**src/rtl/fifo_core.sv**
```systemverilog
// rtl/fifo_core.sv - circular-buffer FIFO storage engine with FWFT head output
//
// Purpose: stores WIDTH-bit words in a 2**POINTER_WIDTH-deep register array.
// The head word is presented first-word-fall-through, so a reader can capture
// it in the same cycle that it pops. Full, empty, count and the almost levels
// are decoded from the count register.
//
// Optional feature macro: FIFO_CORE_ERR_FLAGS_EN
//   defined   -> sticky overflow/underflow flags, cleared by err_clear
//   undefined -> overflow/underflow tied to 0, err_clear ignored
//
// Ports:
//   clk              in   clock; all state updates on the rising edge
//   reset            in   synchronous active-high reset
//   wr_en            in   push request, one word per asserted cycle
//   fifo_input_data  in   word to push
//   rd_en            in   pop request, one word per asserted cycle
//   err_clear        in   clears the sticky error flags
//   fifo_output_data out  head word, or 0 when empty
//   full             out  count == DEPTH
//   empty            out  count == 0
//   count            out  number of stored words, 0..DEPTH
//   almost_full      out  count >= ALMOST_FULL_LEVEL
//   almost_empty     out  count <= ALMOST_EMPTY_LEVEL
//   overflow         out  sticky: a push was rejected
//   underflow        out  sticky: a pop was rejected
module fifo_core #(
  parameter int WIDTH              = 8,
  parameter int POINTER_WIDTH      = 4,
  parameter int ALMOST_FULL_LEVEL  = 14,
  parameter int ALMOST_EMPTY_LEVEL = 2
) (
  input  logic                     clk,
  input  logic                     reset,
  input  logic                     wr_en,
  input  logic [WIDTH-1:0]         fifo_input_data,
  input  logic                     rd_en,
  input  logic                     err_clear,
  output logic [WIDTH-1:0]         fifo_output_data,
  output logic                     full,
  output logic                     empty,
  output logic [POINTER_WIDTH:0]   count,
  output logic                     almost_full,
  output logic                     almost_empty,
  output logic                     overflow,
  output logic                     underflow
);

  localparam int DEPTH = 2 ** POINTER_WIDTH;
  localparam logic [POINTER_WIDTH:0]   DEPTH_C  = (POINTER_WIDTH + 1)'(DEPTH);
  localparam logic [POINTER_WIDTH:0]   AF_LEVEL = (POINTER_WIDTH + 1)'(ALMOST_FULL_LEVEL);
  localparam logic [POINTER_WIDTH:0]   AE_LEVEL = (POINTER_WIDTH + 1)'(ALMOST_EMPTY_LEVEL);
  localparam logic [POINTER_WIDTH-1:0] PTR_ONE  = (POINTER_WIDTH)'(1);
  localparam logic [POINTER_WIDTH:0]   CNT_ONE  = (POINTER_WIDTH + 1)'(1);

  logic [WIDTH-1:0]         mem [DEPTH];
  logic [POINTER_WIDTH-1:0] wr_ptr;
  logic [POINTER_WIDTH-1:0] rd_ptr;
  logic                     pop_ok;
  logic                     push_ok;

  // Status is a pure decode of the count register.
  assign full         = (count == DEPTH_C);
  assign empty        = (count == '0);
  assign almost_full  = (count >= AF_LEVEL);
  assign almost_empty = (count <= AE_LEVEL);

  // A push into a full FIFO is legal only when a pop frees a slot in the
  // same cycle; this keeps 1 word/cycle throughput at full occupancy.
  assign pop_ok  = rd_en && !empty;
  assign push_ok = wr_en && (!full || pop_ok);

  assign fifo_output_data = empty ? '0 : mem[rd_ptr];

  always_ff @(posedge clk) begin
    if (reset) begin
      wr_ptr <= '0;
      rd_ptr <= '0;
      count  <= '0;
    end else begin
      if (push_ok) wr_ptr <= wr_ptr + PTR_ONE;
      if (pop_ok)  rd_ptr <= rd_ptr + PTR_ONE;
      if (push_ok && !pop_ok) begin
        count <= count + CNT_ONE;
      end else if (pop_ok && !push_ok) begin
        count <= count - CNT_ONE;
      end
    end
  end

  // Storage is not reset; the reset cycle must still not write a word.
  always_ff @(posedge clk) begin
    if (push_ok && !reset) begin
      mem[wr_ptr] <= fifo_input_data;
    end
  end

`ifdef FIFO_CORE_ERR_FLAGS_EN
  logic overflow_q;
  logic underflow_q;

  // Clear first, then set, so a new error in the clear cycle is kept.
  always_ff @(posedge clk) begin
    if (reset) begin
      overflow_q  <= 1'b0;
      underflow_q <= 1'b0;
    end else begin
      if (err_clear) begin
        overflow_q  <= 1'b0;
        underflow_q <= 1'b0;
      end
      if (wr_en && !push_ok) overflow_q  <= 1'b1;
      if (rd_en && !pop_ok)  underflow_q <= 1'b1;
    end
  end

  assign overflow  = overflow_q;
  assign underflow = underflow_q;
`else
  logic unused_err_clear;
  assign unused_err_clear = err_clear;
  assign overflow         = 1'b0;
  assign underflow        = 1'b0;
`endif

endmodule
```
**config.mk**
```make
export PLATFORM = sky130hd
export DESIGN_NAME = fifo_core
export DESIGN_NICKNAME = d
export VERILOG_FILES = /design/src/rtl/fifo_core.sv
export SDC_FILE = /design/constraint.sdc
export NUM_CORES = 1
export LEC_CHECK = 0
export CAP_MARGIN = 20
export CORE_UTILIZATION = 30
export CTS_CLUSTER_DIAMETER = 60
export DETAILED_ROUTE_END_ITERATION = 6
export GPL_ROUTABILITY_DRIVEN = 0
export PLACE_DENSITY = 0.58
export SYNTH_ARGS = -nofsm -noshare
export SYNTH_HDL_FRONTEND = slang
export SYNTH_SLANG_ARGS = --single-unit
```
**constraint.sdc**
```tcl
create_clock -name clk -period 2.92 [get_ports clk]
set_input_delay 0.584 -clock clk [delete_from_list [all_inputs] [get_ports clk]]
set_output_delay 0.584 -clock clk [all_outputs]
set_load 0.005 [all_outputs]
```
Word-level counts from Yosys, hierarchy flattened
Memory sizes are Yosys's and may differ from the RTL's. A register that Yosys moved wholly into a read port is not among the register bits.
Index checks and enable logic that the tools add are counted.
Storage, ports and cells
  memories: 1
  logic and storage cells: 31
  memory bits (writable): 128
  bits of input ports: 13
  output and inout port bits: 19
  flip-flop bits (word level): 13
Operators by class
  equality and inequality tests: 1
  $lt $le $gt $ge: 2
  muxes and demuxes: 7
  $add $sub $neg: 4
  reductions and logical operators: 13
Memory list
  mem: words 16, bits a word 8, read ports 1, clocked after memory_dff 1, write ports 1, line 56  | logic [WIDTH-1:0] mem [DEPTH];
Operators with widths (count)
  $mux W5: 2
  $add A4 B1 Y4 const B: 2
  $mux W4: 2
  $mux W8: 1
  $add A5 B1 Y5 const B: 1
  $eq A5 B5 Y1 const B: 1
  $ge A5 B4 Y1 const B: 1
  $le A5 B2 Y1 const B: 1
  $logic_and A1 B1 Y1: 5
  $logic_not A1 Y1: 5
  $logic_not A5 Y1: 1
  $sub A5 B1 Y5 const B: 1
  $mux W1: 2
  $reduce_bool A2 Y1: 1
  $logic_or A1 B1 Y1: 1

Longest topological paths before layout
Gate-level depths: netlist of run 1.
  word-level depth: 9
  depth in mapped cells: 11
  mapped depth without buffers: 10

Worst setup path before layout of run 1
OpenSTA, ideal clock, no wires.
  path type: register to register
  from: register count[0]
  to: register count[4]
  data arrival time: 2645 ps
  cell stages (with the launch flop): 12
  period minus slack after synthesis: 2766 ps
  slack: 154 ps
  setup time: 121 ps
  buffers on the path: 1
  cell sequence: dfxtp_1 -> or4_1 -> buf_6 -> o21ai_2 -> inv_1 -> ha_1 -> inv_1 -> ha_1 -> a21oi_1 -> a211oi_1 -> a31oi_1 -> mux2_2
Between the ends
  longest elaborated chain between the ends: 8
RTL lines
  from (decl): line 42  | output logic [POINTER_WIDTH:0] count,
  from (signal assigned): line 84  | count <= count + CNT_ONE;
  from (signal assigned): line 86  | count <= count - CNT_ONE;
  parallel branches: the longest is 8 deep, another holds $sub A5 B1 Y5
Parallel ways; which one is timed is not known. The select of a mux whose other input is x is not followed.
A chain may end at the register's enable or synchronous reset.

==> results of run 1 <==
[kinds of logic (layout without fill, tap and decap cells)]
logic type / Yosys count / count (layout) / synth area share (%)
multiplexers: 44 / 44 / 14.3
adder cells (fa/ha/maj): 10 / 10 / 2.24
AO/OA/AOI/OAI: 31 / 31 / 3.96
XOR/XNOR: 7 / 7 / 1.04
buffers and inverters: 24 / 93 / 2.05
AND/OR/NAND/NOR: 59 / 59 / 5.65
flip-flops: 145 / 145 / 70.7
other: 1 / 2 / 0.0634
[worst paths after layout]
| kind | start | end | cells past startpoint | slack (ns) |
|---|---|---|---|---|
| setup reg to reg | count[0]$_SDFFE_PP0P_ | count[4]$_SDFFE_PP0P_ | 9 | 0.24 |
| hold / removal | wr_ptr[1]$_SDFFE_PP0N_ | wr_ptr[1]$_SDFFE_PP0N_ | 2 | 0.53 |
| hold reg to reg | wr_ptr[1]$_SDFFE_PP0N_ | wr_ptr[1]$_SDFFE_PP0N_ | 2 | 0.53 |
| setup / recovery | flip-flop | fifo_output_data[3] | 6 | 0.11 |
[area by class of cell]
type	count	share of cell area, %
sequential	145	57.2
multi-input combinational	153	22.8
timing repair buffer	57	7.55
clock buffer	17	5.81
tap	260	4.44
clock inverter	15	2.03
inverter	4	0.205
[metrics by stage]
stage,TNS (ns),cells
6_report,0,651
3_5_place_dp,-0.0422,616
5_1_grt,0,651
2_1_floorplan,0,322
3_3_place_gp,-0.0488,616
4_1_cts,0,650
[synth_stat cells, types with 2 or more instances]
cell,number,share of area (%)
sky130_fd_sc_hd__nor2b_1,12,1.3
sky130_fd_sc_hd__o21ai_2,2,0.30
sky130_fd_sc_hd__buf_4,4,0.51
sky130_fd_sc_hd__nor4_1,2,0.21
sky130_fd_sc_hd__a211oi_1,17,2.2
sky130_fd_sc_hd__nor2_1,16,1.0
sky130_fd_sc_hd__clkbuf_1,8,0.51
sky130_fd_sc_hd__o211ai_1,2,0.25
sky130_fd_sc_hd__and3_1,13,1.4
sky130_fd_sc_hd__ha_1,9,1.9
sky130_fd_sc_hd__mux2i_1,10,1.7
sky130_fd_sc_hd__nand2_1,4,0.25
sky130_fd_sc_hd__xor2_1,4,0.59
sky130_fd_sc_hd__buf_2,7,0.59
sky130_fd_sc_hd__nor4bb_1,3,0.51
sky130_fd_sc_hd__edfxtp_1,128,65
sky130_fd_sc_hd__inv_1,4,0.25
sky130_fd_sc_hd__dfxtp_1,17,5.8
sky130_fd_sc_hd__mux4_2,32,12
sky130_fd_sc_hd__a21oi_1,5,0.42
sky130_fd_sc_hd__xnor2_1,3,0.44
[placed cells by master (no fill, tap or decap), drive strengths merged, types with 2 or more instances in the layout]
master	netlist	final
buf	12	28
nor2b	12	12
edfxtp	128	128
and3	13	13
ha	9	9
o21ai	2	2
nor4bb	3	3
a21oi	5	5
xor2	4	4
inv	4	12
o211ai	2	2
nand3	2	2
dfxtp	17	17
nand2	4	4
mux4	32	32
clkbuf	8	19
dlygate4sd2	0	5
mux2i	10	10
mux2	2	2
nor2	17	17
a211oi	17	17
clkinv	0	2
clkinvlp	0	4
clkdlybuf4s50	0	20
xnor2	3	3
clkdlybuf4s15	0	2
conb	1	2
nor4	2	2
[sequential cells by signal, indices dropped and copies added (netlist names), named ones only]
name,cells
mem,128
count,5
rd_ptr,4
wr_ptr,4
[per-layer routing]
| layer | track usage (%) | up-vias |
|---|---|---|
| met1 | 17.0 | 1596 |
| met4 | 4.70 | 0 |
| met2 | 19.9 | 73 |
| met3 | 3.60 | 15 |
| met5 | 0 | - |
| li1 | - | 1406 |
[worst reg2reg max path, cell delays in order (launching register included)]
cell,delay (ns)
sky130_fd_sc_hd__dfxtp_1,0.31
sky130_fd_sc_hd__or4_4,0.58
sky130_fd_sc_hd__o21ai_2,0.22
sky130_fd_sc_hd__ha_1,0.21
sky130_fd_sc_hd__inv_1,0.11
sky130_fd_sc_hd__fa_1,0.42
sky130_fd_sc_hd__nand3_1,0.13
sky130_fd_sc_hd__a211oi_1,0.08
sky130_fd_sc_hd__a31oi_1,0.17
sky130_fd_sc_hd__mux2_2,0.35
[power by group]
part	leakage, nW	switching [mW]	internal, mW
Clock	0.272	0.903	1.20
Combinational	0.847	0.699	0.831
Sequential	1.29	0.0675	2.33
Total	2.41	1.67	4.36
[timing repair]
action | CTS | global route
gates resized for setup | 19 | 6
setup endpoints to repair | 9 | 6
cloned | 0 | 1
buffers inserted | 2 | 0
pin swaps | 2 | 1
==> parameters.txt, run 1 <==
Parameter                              Value

Timing
  Final critical path time including I/O delays and setup    2.81 ns
  Highest achievable clock rate    about 360 MHz
  RSZ-0062 raised after global routing    no
  Slew at the pin closest to its max-slew limit    0.890 ns
  Headroom to the max-slew limit    40.6%
  Number of endpoints failing setup at the final stage    0
  Total count of hold-check failures in the final report    0
  Part of the cycle the worst path needs    a little over nine tenths
  Final slew viol count    0
  Minimum hold slack    0.528 ns
  Worst setup skew after layout    roughly 0.011 ns
  Setup WS post-layout    0.111 ns

Floorplanning
  Die footprint    between 20000 and 25000 µm²
  Core Rows    50
  Initial standard-cell utilization of the core    around 31%
  CORE AREA    roughly 19000 µm²
  Die Span Y    142 µm
  Top Ports    32
  Overall die width    142 µm

Layout
  Antenna fix cells    0
  Area growth, synth to finish    23.8%
  Register cell area after layout    4190 µm²
  Layout Nets    approximately 400
  Combined area of the multi-input logic cells    1670 µm²
  Number of filler cells placed in the layout    around 1.8k
  Post-route standard cell area excluding fillers    7320 µm²
  Layout cell share with drive strength beyond 1    28.9%
  Layout Utilization    38.5%

Clocking
  Hold buffer count at cts    0
  Clock latency on the worst-skew pair    0.42 ns
  CTS Buf Count    17
  CTS tree    yes
  Clock transition at the registers of the reported paths    ~0.060 ns
  Root buf cell    sky130_fd_sc_hd__clkbuf_16
  Largest buffer count on any clock path    2
  H-tree level count    4
  CTS Sinks    145

Flow run
  Reported max-cap violation count    0

Placement
  Area of placed instances    6660 µm²
  Count of buffers inserted at the top-level ports    28
  Dpl ws    -0.0419 ns
  Total half-perimeter wirelength after legalization and detailed placement    roughly 7400 µm

Synth
  Sequential cell area fraction in the yosys report    70.7%
  Asr flop ratio synth    0%
  Number of distinct standard cells referenced by the synthesized netlist    40
  Number of enable-type register cells in the synthesized netlist    128
  Post-synthesis register bit count    roughly 150
  Dominant synthesized flop cell    sky130_fd_sc_hd__edfxtp_1
  Area of the mapped netlist    5910 µm²
  Number of warnings reported in the yosys synthesis log    0
  Mean Syn Cell Area    about 18 µm²
  Instance count of the mapped netlist    321

Power
  Final Total Pwr    a little over 6 mW
  Power density relative to cell area    824 nW/µm²
  Lkg Pwr    2.41 nW
  Highest ir drop seen on vdd    around 0.55 mV

Global routing
  Total congestion overflow after global routing    0
  Global-route wire length before repair    ~19000 µm
  Pin count of the biggest net entering global routing    33
  Number of antenna violations at the first check in global routing    0
  Number of global-route vias before repair    3253
  Tot GR Track Use    12.8%

Drt
  Antenna-violating nets left    0
  Highest signal layer in the routed design    met4
  Avg WL per Cell    18.4 µm
  Sum of met2 wire segment lengths after detailed routing    5630 µm
  Routed length on met3    567 µm
  DRT Pass-1 Iters    4
  Wire length on met1    5560 µm
  Routed vias/inst    4.75
  Via count    3090
  WL final    12000 µm
  Initial detailed-routing violation count    around 190
  DRC errors left    0

Min path
  Path category of the worst min-delay check    reg2reg

Critical path
  Critical path, cell by cell    buf_12 > buf_6 > mux4_2 > a211oi_2 > a211oi_1 > dlygate4sd2_1
  Setup Crit Path Kind    reg2out
  CP Data Arrival Time    2.22 ns
  Type of element capturing the critical path    primary output
  Number of buffers and inverters on the critical path    3
  Critical path startpoint category    flip-flop
  Crit-path max FO    14
  Family with the most delay on the worst path    buffers and inverters
  Highest cell delay on the worst timing path    0.51 ns
  Required time worst endpoint    roughly 2.3 ns
  Max stage delay cell, worst path    sky130_fd_sc_hd__mux4_2

Outcome
  Run status    finished, final reports clean
(Power assumes the default switching activity.)
==> run 2: changes to the inputs <==
--- a/config.mk
+++ b/config.mk
@@ -6,11 +6,14 @@
 export NUM_CORES = 1
 export LEC_CHECK = 0
 export CAP_MARGIN = 20
+export CELL_PAD_IN_SITES_DETAIL_PLACEMENT = 0
+export CELL_PAD_IN_SITES_GLOBAL_PLACEMENT = 1
 export CORE_UTILIZATION = 30
 export CTS_CLUSTER_DIAMETER = 60
 export DETAILED_ROUTE_END_ITERATION = 6
+export DONT_BUFFER_PORTS = 1
 export GPL_ROUTABILITY_DRIVEN = 0
-export PLACE_DENSITY = 0.58
+export PLACE_DENSITY = 0.61
 export SYNTH_ARGS = -nofsm -noshare
 export SYNTH_HDL_FRONTEND = slang
 export SYNTH_SLANG_ARGS = --single-unit
==> parameters.txt, run 2 (synthesis results as in run 1) <==
Parameter                              Value

Clocking
  Clock latency on the worst-skew pair    0.41 ns (about the same)
  Largest buffer count on any clock path    2 (unchanged)
  Buffers inserted by post-CTS timing repair    0 (-2)
  H-tree level count    4 (unchanged)
  Clock transition at the registers of the reported paths    0.06 ns (about the same)
  CTS tree    yes
  CTS Buf Count    17 (unchanged)
  CTS Sinks    145 (unchanged)
  Root buf cell    sky130_fd_sc_hd__clkbuf_16
  Number of resized instances in the post-cts repair step    0 (-19)
  Hold buffer count at cts    0 (unchanged)

Timing
  Post-route setup TNS    0 ns (unchanged)
  Number of endpoints failing setup at the final stage    0 (unchanged)
  RSZ-0062 raised after global routing    no
  Final critical path time including I/O delays and setup    2.71 ns (-0.0981 ns)
  Final slew viol count    0 (unchanged)
  Highest achievable clock rate    369 MHz (+3.6%)
  Headroom to the max-slew limit    28.8% (-12 points)
  Total count of hold-check failures in the final report    0 (unchanged)
  Part of the cycle the worst path needs    92.8% (-3.4 points)
  Slew at the pin closest to its max-slew limit    1.07 ns (+0.176 ns)
  Worst setup skew after layout    0.00710 ns (-0.00357 ns)

Critical path
  Register-to-register setup slack    0.21 ns (-0.03 ns)
  Reg2Reg Launch Point    count[0]$_SDFFE_PP0P_
  Setup Crit Path Kind    reg2reg
  Family with the most delay on the worst path    compound AO/OA/AOI/OAI gates
  Crit-path max FO    5 (-9)
  Critical path, cell by cell    or4_4 > o21ai_2 > inv_1 > ha_1 > inv_1 > ha_1 > a21oi_1 > a211oi_1 > a31oi_1 > mux2_2
  Critical path origin    count[0]$_SDFFE_PP0P_
  Number of logic stages on the critical path including buffering    10 (+4)
  End point of the critical path    count[4]$_SDFFE_PP0P_
  Worst flop-to-flop path endpoint    count[4]$_SDFFE_PP0P_
  Required time worst endpoint    3.22 ns (+0.88 ns)
  CP Data Arrival Time    3.01 ns (+0.79 ns)
  Path depth of the worst reg2reg path    10 (+1)
  Number of buffers and inverters on the critical path    2 (-1)
  Highest cell delay on the worst timing path    0.58 ns (+0.07 ns)
  Critical path startpoint category    flip-flop
  Type of element capturing the critical path    flip-flop
  Max stage delay cell, worst path    sky130_fd_sc_hd__or4_4

Drt
  Initial detailed-routing violation count    150 (-23%)
  Antenna-violating nets left    0 (unchanged)
  WL final    11200 µm (-6.3%)
  Routed vias/inst    4.76 (+0.25%)
  DRT Pass-1 Iters    4 (unchanged)
  Avg WL per Cell    18.4 µm (+0.21%)
  Via count    2898 (-6.2%)
  DRC errors left    0 (unchanged)

Floorplanning
  Die footprint    20300 µm² (unchanged)
  CORE AREA    19000 µm² (unchanged)
  Initial standard-cell utilization of the core    31.1% (unchanged)
  Core Rows    50 (unchanged)
  Die Span Y    142 µm (unchanged)
  Top Ports    32 (unchanged)
  Overall die width    142 µm (unchanged)

Layout
  Regs by FF count    mem: 128 flops, count: 5 flops
  Layout cell share with drive strength beyond 1    25.8% (-3.1 points)
  Area growth, synth to finish    16.7%
  Register bank with the most flops    mem
  Flip-flop count of the largest register, all copies and words added    128 (unchanged)
  Most common cell after layout, fill and taps aside    sky130_fd_sc_hd__edfxtp_1
  Antenna fix cells    0 (unchanged)
  Layout Utilization    36.3% (-2.2 points)
  Commonest cells after routing, fill and taps aside    128 x sky130_fd_sc_hd__edfxtp_1, 32 x sky130_fd_sc_hd__mux4_2, 17 x sky130_fd_sc_hd__a211oi_1, 17 x sky130_fd_sc_hd__clkbuf_16, 16 x sky130_fd_sc_hd__nor2_1
  Layout Nets    359 (-10%)

Power
  Power density relative to cell area    838 nW/µm² (+1.7%)
  Highest ir drop seen on vdd    0.375 mV (-32%)
  Lkg Pwr    2.22 nW (-8.1%)

Global routing
  Tot GR Track Use    12.1% (-0.67 points)
  Total congestion overflow after global routing    0 (unchanged)
  Pin count of the biggest net entering global routing    27 (-18%)
  Number of antenna violations at the first check in global routing    0 (unchanged)
  Global-route wire length before repair    17600 µm (-4.8%)
  Number of global-route vias before repair    3044 (-6.4%)

Placement
  Count of buffers inserted at the top-level ports    0 (-100%)
  Total half-perimeter wirelength after legalization and detailed placement    7290 µm (-1.6%)

Flow run
  Reported max-cap violation count    0 (unchanged)

Min path
  Path category of the worst min-delay check    in2reg
  Number of instances on the worst hold path    1 (-1)

Outcome
  Run status    finished, final reports clean
## run 2: cell count changes in the layout (fill, tap and decap cells not counted), moves of 3 or more
cell and change:
sky130_fd_sc_hd__a211oi_2 -8, sky130_fd_sc_hd__dlygate4sd2_1 -5, sky130_fd_sc_hd__buf_6 -3, sky130_fd_sc_hd__clkdlybuf4s50_1 -20, sky130_fd_sc_hd__inv_8 -4, sky130_fd_sc_hd__buf_4 -9
sky130_fd_sc_hd__a211oi_1 +8
## run 2: final cells by class
class,instances,area [µm²]
tap,260,325
fill,1805,12100
timing repair buffer,15,138
inverter,4,15.0
sequential,145,4190
clock buffer,19,433
clock inverter,13,171
multi-input combinational,153,1630
## run 2: worst min-delay path by stage
stage | from | to | slack (ns)
floorplan | rd_ptr[3]$_SDFFE_PP0N_ | flip-flop | 0.48
global placement | wr_ptr[1]$_SDFFE_PP0N_ | wr_ptr[1]$_SDFFE_PP0N_ | 0.51
detailed placement | wr_ptr[1]$_SDFFE_PP0N_ | wr_ptr[1]$_SDFFE_PP0N_ | 0.52
CTS | reset | rd_ptr[0]$_SDFFE_PP0N_ | 0.22
global route | reset | wr_ptr[2]$_SDFFE_PP0N_ | 0.22
finish | reset | flip-flop | 0.24
## run 2: stage by stage
stage	instance area, µm²	power, mW	hold WS [ns]	instances	worst slack (ns)
floorplan	5920	3.32	0.485	322	0.154
global placement	6290	3.62	0.510	577	0.120
detailed placement	6290	3.63	0.519	577	0.112
CTS	6890	5.85	0.224	609	0.0611
global route	6900	6.04	0.219	609	0.0677
finish	6900	5.78	0.242	609	0.209
## run 2: report_power, final
| group | internal [mW] | switching [mW] | leakage [nW] | total (mW) |
|---|---|---|---|---|
| Combinational | 0.566 | 0.564 | 0.632 | 1.13 |
| Clock | 1.36 | 0.855 | 0.290 | 2.22 |
| Sequential | 2.33 | 0.104 | 1.29 | 2.44 |
## run 2: per-layer routing
| layer | share of wire, % | wire [µm] | up-vias | track usage, % |
|---|---|---|---|---|
| met2 | 49 | 5540 | 47 | 19.8 |
| li1 | - | - | 1318 | - |
| met5 | 0 | 0 | - | 0 |
| met4 | 1.1 | 123 | 0 | 4.24 |
| met1 | 45 | 5090 | 1524 | 15.2 |
| met3 | 4.2 | 473 | 9 | 3.73 |
